File: src/rtl/bpsk_frame_serializer.sv
`default_nettype none
// ============================================================================
// bpsk_frame_serializer : FIFO-buffered preamble/sync/payload/guard bit feeder
// for a BPSK modulator. Optional macro DIFF_ENC_EN selects DBPSK encoding.
// Rev 1.0
// ============================================================================
module bpsk_frame_serializer #(
  parameter int                    FIFO_DEPTH    = 16,
  parameter int                    PREAMBLE_BITS = 32,
  parameter int                    SYNC_WIDTH    = 16,
  parameter logic [SYNC_WIDTH-1:0] SYNC_WORD     = 16'h1ACF,
  parameter int                    GUARD_BITS    = 8
) (
  input  logic       clk,
  input  logic       rst_n,
  input  logic [7:0] s_data,
  input  logic       s_valid,
  input  logic       s_last,
  output logic       s_ready,
  input  logic       sym_next,
  output logic       data_stream,
  output logic       enable,
  output logic       busy,
  output logic       frame_done,
  output logic       underrun
);

  localparam int c_aw   = $clog2(FIFO_DEPTH);
  localparam int c_aw1  = c_aw + 1;
  localparam int c_m1   = (PREAMBLE_BITS > SYNC_WIDTH) ? PREAMBLE_BITS : SYNC_WIDTH;
  localparam int c_m2   = (GUARD_BITS > 8) ? GUARD_BITS : 8;
  localparam int c_maxb = (c_m1 > c_m2) ? c_m1 : c_m2;
  localparam int c_cw   = $clog2(c_maxb + 1);

  localparam logic [c_cw-1:0] c_pre_last   = c_cw'(PREAMBLE_BITS - 1);
  localparam logic [c_cw-1:0] c_sync_last  = c_cw'(SYNC_WIDTH - 1);
  localparam logic [c_cw-1:0] c_byte_last  = c_cw'(7);
  localparam logic [c_cw-1:0] c_guard_last = c_cw'(GUARD_BITS - 1);

  typedef enum logic [2:0] {
    IDLE     = 3'd0,
    PREAMBLE = 3'd1,
    SYNC     = 3'd2,
    PAYLOAD  = 3'd3,
    GUARD    = 3'd4
  } state_t;

  state_t            state_q, state_d;
  logic [c_cw-1:0]   bit_cnt_q, bit_cnt_d;
  logic [7:0]        sh_q, sh_d;
  logic              last_q, last_d;
  logic              data_q, data_d;
  logic              en_q, en_d;
  logic              fd_q, fd_d;
  logic              un_q, un_d;
  logic              sym_q;
  logic [c_aw-1:0]   wr_ptr_q, wr_ptr_d, rd_ptr_q, rd_ptr_d;
  logic [c_aw1-1:0]  count_q, count_d, pend_q, pend_d;
  logic [8:0]        mem_q [FIFO_DEPTH];

  logic              w_tick, w_push, w_pop, w_pend_dec, w_full, w_empty, w_prev;
  logic [8:0]        w_head;
  logic [SYNC_WIDTH-1:0] w_sync_sh;

  // The registered output doubles as the previous encoded bit e_{k-1}.
`ifdef DIFF_ENC_EN
  assign w_prev = data_q;
`else
  assign w_prev = 1'b0;
`endif

  assign w_tick  = sym_next ^ sym_q;
  assign w_full  = (count_q == c_aw1'(FIFO_DEPTH));
  assign w_empty = (count_q == '0);
  assign w_push  = s_valid & ~w_full;
  assign w_head  = mem_q[rd_ptr_q];

  always_comb begin
    wr_ptr_d = wr_ptr_q + c_aw'(w_push);
    rd_ptr_d = rd_ptr_q + c_aw'(w_pop);
    count_d  = count_q + c_aw1'(w_push) - c_aw1'(w_pop);
    pend_d   = pend_q + c_aw1'(w_push & s_last) - c_aw1'(w_pend_dec);
  end

  always_comb begin
    state_d    = state_q;
    bit_cnt_d  = bit_cnt_q;
    sh_d       = sh_q;
    last_d     = last_q;
    data_d     = data_q;
    en_d       = en_q;
    fd_d       = 1'b0;
    un_d       = un_q;
    w_pop      = 1'b0;
    w_pend_dec = 1'b0;
    w_sync_sh  = SYNC_WORD << bit_cnt_q;
    case (state_q)
      IDLE: begin
        if ((pend_q != '0) || w_full) begin
          state_d   = PREAMBLE;
          en_d      = 1'b1;
          data_d    = 1'b1;
          bit_cnt_d = '0;
        end
      end
      PREAMBLE: begin
        if (w_tick) begin
          if (bit_cnt_q == c_pre_last) begin
            state_d   = SYNC;
            bit_cnt_d = '0;
            data_d    = SYNC_WORD[SYNC_WIDTH-1] ^ w_prev;
          end else begin
            bit_cnt_d = bit_cnt_q + 1'b1;
            data_d    = bit_cnt_q[0] ^ w_prev;
          end
        end
      end
      SYNC: begin
        if (w_tick) begin
          bit_cnt_d = '0;
          if (bit_cnt_q != c_sync_last) begin
            bit_cnt_d = bit_cnt_q + 1'b1;
            data_d    = w_sync_sh[SYNC_WIDTH-2] ^ w_prev;
          end else if (!w_empty) begin
            w_pop   = 1'b1;
            sh_d    = w_head[7:0];
            last_d  = w_head[8];
            data_d  = w_head[7] ^ w_prev;
            state_d = PAYLOAD;
          end else begin
            un_d    = 1'b1;
            data_d  = 1'b0;
            state_d = GUARD;
          end
        end
      end
      PAYLOAD: begin
        if (w_tick) begin
          bit_cnt_d = '0;
          if (bit_cnt_q != c_byte_last) begin
            bit_cnt_d = bit_cnt_q + 1'b1;
            sh_d      = {sh_q[6:0], 1'b0};
            data_d    = sh_q[6] ^ w_prev;
          end else if (last_q) begin
            w_pend_dec = 1'b1;
            data_d     = 1'b0;
            state_d    = GUARD;
          end else if (!w_empty) begin
            w_pop  = 1'b1;
            sh_d   = w_head[7:0];
            last_d = w_head[8];
            data_d = w_head[7] ^ w_prev;
          end else begin
            un_d    = 1'b1;
            data_d  = 1'b0;
            state_d = GUARD;
          end
        end
      end
      GUARD: begin
        if (w_tick) begin
          if (bit_cnt_q == c_guard_last) begin
            state_d = IDLE;
            en_d    = 1'b0;
            data_d  = 1'b0;
            fd_d    = 1'b1;
          end else begin
            bit_cnt_d = bit_cnt_q + 1'b1;
          end
        end
      end
      default: state_d = IDLE;
    endcase
  end

  // Payload storage carries no reset; only the pointers define its contents.
  always_ff @(posedge clk) begin
    if (w_push) mem_q[wr_ptr_q] <= {s_last, s_data};
  end

  always_ff @(posedge clk) begin
    sym_q <= sym_next;
    if (!rst_n) begin
      state_q   <= IDLE;
      bit_cnt_q <= '0;
      sh_q      <= '0;
      last_q    <= 1'b0;
      data_q    <= 1'b0;
      en_q      <= 1'b0;
      fd_q      <= 1'b0;
      un_q      <= 1'b0;
      wr_ptr_q  <= '0;
      rd_ptr_q  <= '0;
      count_q   <= '0;
      pend_q    <= '0;
    end else begin
      state_q   <= state_d;
      bit_cnt_q <= bit_cnt_d;
      sh_q      <= sh_d;
      last_q    <= last_d;
      data_q    <= data_d;
      en_q      <= en_d;
      fd_q      <= fd_d;
      un_q      <= un_d;
      wr_ptr_q  <= wr_ptr_d;
      rd_ptr_q  <= rd_ptr_d;
      count_q   <= count_d;
      pend_q    <= pend_d;
    end
  end

  assign s_ready     = ~w_full;
  assign data_stream = data_q;
  assign enable      = en_q;
  assign busy        = (state_q != IDLE);
  assign frame_done  = fd_q;
  assign underrun    = un_q;

endmodule
`default_nettype wire

File: config.mk
export PLATFORM = sky130hd
export DESIGN_NAME = bpsk_frame_serializer
export DESIGN_NICKNAME = d
export VERILOG_FILES = /design/src/rtl/bpsk_frame_serializer.sv
export SDC_FILE = /design/constraint.sdc
export NUM_CORES = 1
export LEC_CHECK = 0
export ABC_AREA = 1
export CAP_MARGIN = 20
export CORE_MARGIN = 5
export CORE_UTILIZATION = 55
export CTS_CLUSTER_SIZE = 28
export DETAILED_ROUTE_END_ITERATION = 8
export DONT_BUFFER_PORTS = 1
export PLACE_DENSITY_LB_ADDON = 0.1
export SLEW_MARGIN = 20
export SYNTH_ARGS = -nofsm -noshare
export SYNTH_HDL_FRONTEND = slang
export SYNTH_SLANG_ARGS = --single-unit
export TNS_END_PERCENT = 5
File: constraint.sdc
create_clock -name clk -period 5.77 [get_ports clk]
set_input_delay 0.577 -clock clk [delete_from_list [all_inputs] [get_ports clk]]
set_output_delay 0.577 -clock clk [all_outputs]
set_load 0.02 [all_outputs]
==> key figures <==
Final layout
  – Fillers: 1163
  – Multi-input logic area: 2690 µm²
  – Final instance area: 8890 µm²
  – Synthesis-to-finish area growth: 7.99%
  – Fraction of layout cells with a size suffix above 1: 0.0830
  – Layout Cells excl Fill: 1015
  – Register area: 5130 µm²
  – Post-layout net count: 850
  – N_diodes: 0

Placement
  – Port-buffer cells: 0
  – DP Wirelength: 10.8 mm
  – Placer Congestion: 0.821
  – DP Cell Count: 983
  – Placement Cell Area: 8310 µm²

CTS
  – CTS tree: yes
  – H-tree level count: 4
  – CTS Buf Count: 17
  – Clock transition at path regs: 0.07 ns
  – CTS resizes: 0
  – Root Driver: clkbuf_16
  – TritonCTS Sinks: 184
  – Maximum clock path buffer count: 2
  – Post-CTS Hold Fix Bufs: 0
  – Post-CTS Setup Repair Bufs: 0
  – Clk_lat worst skew: 0.43 ns

Setup path
  – End of the critical path: count_q[4]
  – Crit-path cells: inv_1, ha_1, nand3b_1, nand3_1, inv_2, nand2_1, a21oi_1, ha_1, inv_1, ha_1, fa_1, nand2_1, a21oi_1, nor2_1, o21ai_0, a21oi_1
  – Largest fanout on the critical path: 21
  – Req. time, crit path: 6.14 ns
  – CP Depth: 16
  – Crit. Startpoint: count_q[2]
  – Worst path buffer plus inverter count: 3
  – Setup CP Type: register to register
  – CP Data Arrival Time: 3.41 ns
  – RR Startpoint: count_q[2]
  – Critical Path End Type: register
  – CP max-delay cell: nand3b_1
  – Delay-heaviest family, CP: adder cells
  – Startpoint types: register
  – Worst r2r dst: count_q[4]
  – CP peak stage delay: 0.51 ns
  – Worst r2r path cells: 16
  – R2R setup slack: 2.74 ns

GRT
  – Vias in the first global route: 5325
  – Initial antenna violation count: 0
  – Overall global routing resource usage: 0.203
  – Largest net degree at the start of global routing: 74
  – First-pass GRT wire length: 27.9 mm
  – Final global-route overflow total: 0

Yosys
  – Flops & latches, synth: 184
  – Synth area leaders: edfxtp_1 (53%), nand2_1 (10%), dfxtp_1 (9.7%)
  – Most common flop cell mapped by yosys: edfxtp_1
  – Synth top cells by count: nand2_1 (225), edfxtp_1 (144), nand3_1 (99), nor2_1 (75), inv_1 (55)
  – Synth Net Count: 862
  – Warnings from Yosys: 0
  – Synth Instances: 830
  – Mean Syn Cell Area: 9.92 µm²
  – Asr flop ratio synth: 0
  – Leading area contributor after synthesis: edfxtp_1
  – Synth top area share: 0.525
  – Post-synth EDFFs: 144
  – Most numerous cell in the Yosys netlist: nand2_1
  – Post-synthesis cell area: 8230 µm²
  – Synth unique cells: 40
  – Sequential-to-total area share from yosys stat: 0.622

Routing
  – Routed wire length on met3: 802 µm
  – Wire length on met2: 7.89 mm
  – M1 WL: 8.10 mm
  – Routed WL: 17.0 mm
  – Antenna Nets Post-Route: 0
  – Via count: 5556
  – Wire per inst: 16.8 µm
  – # DRC: 0
  – First-pass DRT Iterations: 5
  – Iteration-0 DRC Markers: 516
  – Highest metal used: met4
  – Via/cell ratio: 5.47

Floorplan
  – Die height: 132 µm
  – Ports: 19
  – Die Footprint: 17500 µm²
  – Initial Util: 0.564
  – # rows: 44
  – Core Region: 14600 µm²
  – Die Wd: 132 µm

STA
  – Final Hold Viols: 0
  – Min cycle time layout: 3.03 ns
  – Fin. max-slew vios: 0
  – Achievable frequency: 330 MHz
  – Setup TNS: 0 ns
  – Unrepaired setup endpoints after global routing: false
  – Hold_ws: 0.170 ns
  – Fin crit share: 0.526
  – Clock skew: 0.0113 ns
  – Slew @ Worst Pin: 1.01 ns
  – Final setup fails: 0
  – Rel. slew slack: 0.328

Power and ir drop
  – Tot Pwr: 3.31 mW
  – Power per standard cell area: 372 nW/µm²
  – P_leak: 3.40 nW
  – Peak supply drop: 0.382 mV

Job
  – Max-cap violations: 0

Run status
  – Status: complete, no violations

Hold path
  – HP Class: primary input to register
cell families (layout without fill, tap and decap cells):
group / Yosys count / after routing / share of synthesized area
AND/OR/NAND/NOR: 436 / 436 / 0.234
flip-flops: 184 / 184 / 0.622
buffers and inverters: 100 / 101 / 0.0509
AO/OA/AOI/OAI: 84 / 84 / 0.0541
adder cells (fa/ha/maj): 19 / 19 / 0.0307
XOR/XNOR: 7 / 7 / 0.00745
metrics by stage:
| step | utilization | setup WS (ns) |
|---|---|---|
| finish | 0.609 | 2.74 |
| global route | 0.609 | 2.43 |
| CTS | 0.609 | 2.73 |
| detailed placement | 0.570 | 2.74 |
| global placement | 0.570 | 2.80 |
| floorplan | - | 3.28 |
placed cells by master, fill, tap and decap left out, types with 3 or more instances in the layout:
master      instances
inv_6               3
clkinv_1            3
inv_2              11
xor2_1              3
xnor2_1             4
nand3_1            99
clkinvlp_4          3
nand3_2             3
o21ai_0            40
nand2_1           225
clkbuf_16          17
nor3_1             10
dfxtp_1            39
ha_1               17
nand2_4             4
a211oi_1            3
nand2_2             7
edfxtp_1          144
nor2_1             75
a21oi_1            33
inv_1              54
state kept, by name, summed over array words and instances (netlist names), 3 cells and up:
register and flops:
bit_cnt_q 6, wr_ptr_q 4, sh_q 7, mem_q 144
rd_ptr_q 4, count_q 5, state_q 3, pend_q 5
worst min path at each step:
stage | start | end | slack, ns | cells after the start
3_3_place_gp | sh_q[3] | sh_q[3] | 0.45 | 2
5_1_grt | sym_next | sym_q | 0.15 | 0
3_5_place_dp | sh_q[6] | sh_q[6] | 0.46 | 2
4_1_cts | sym_next | sym_q | 0.16 | 0
2_1_floorplan | sh_q[1] | sh_q[1] | 0.44 | 2
6_report | sym_next | sym_q | 0.17 | 0
area by class of cell:
type                    instances  share of cell area
flip-flops and latches        184               0.577
multi-input cells             546               0.302
clock buffers                  19              0.0487
inverters                      67              0.0284
well taps                     184              0.0259
clock inverters                13              0.0163
repair buffers                  2             0.00169
worst register-to-register path, stage by stage (launching register included):
cell	delay [ns]
dfxtp_1	0.34
inv_1	0.06
ha_1	0.20
nand3b_1	0.51
nand3_1	0.17
inv_2	0.13
nand2_1	0.07
a21oi_1	0.22
ha_1	0.18
inv_1	0.04
ha_1	0.19
fa_1	0.40
nand2_1	0.09
a21oi_1	0.06
nor2_1	0.11
o21ai_0	0.08
a21oi_1	0.11
per-layer routing:
layer	vias up	track usage
li1	2773	-
met1	2642	0.290
met3	23	0.0527
met5	-	0
met4	0	0.0588
met2	118	0.308
power by group:
group	internal [mW]	switching, mW	leakage (nW)
combinational	0.202	0.399	1.50
clock	0.643	0.497	0.272
sequential	1.51	0.0546	1.63
(Power assumes the default switching activity.)
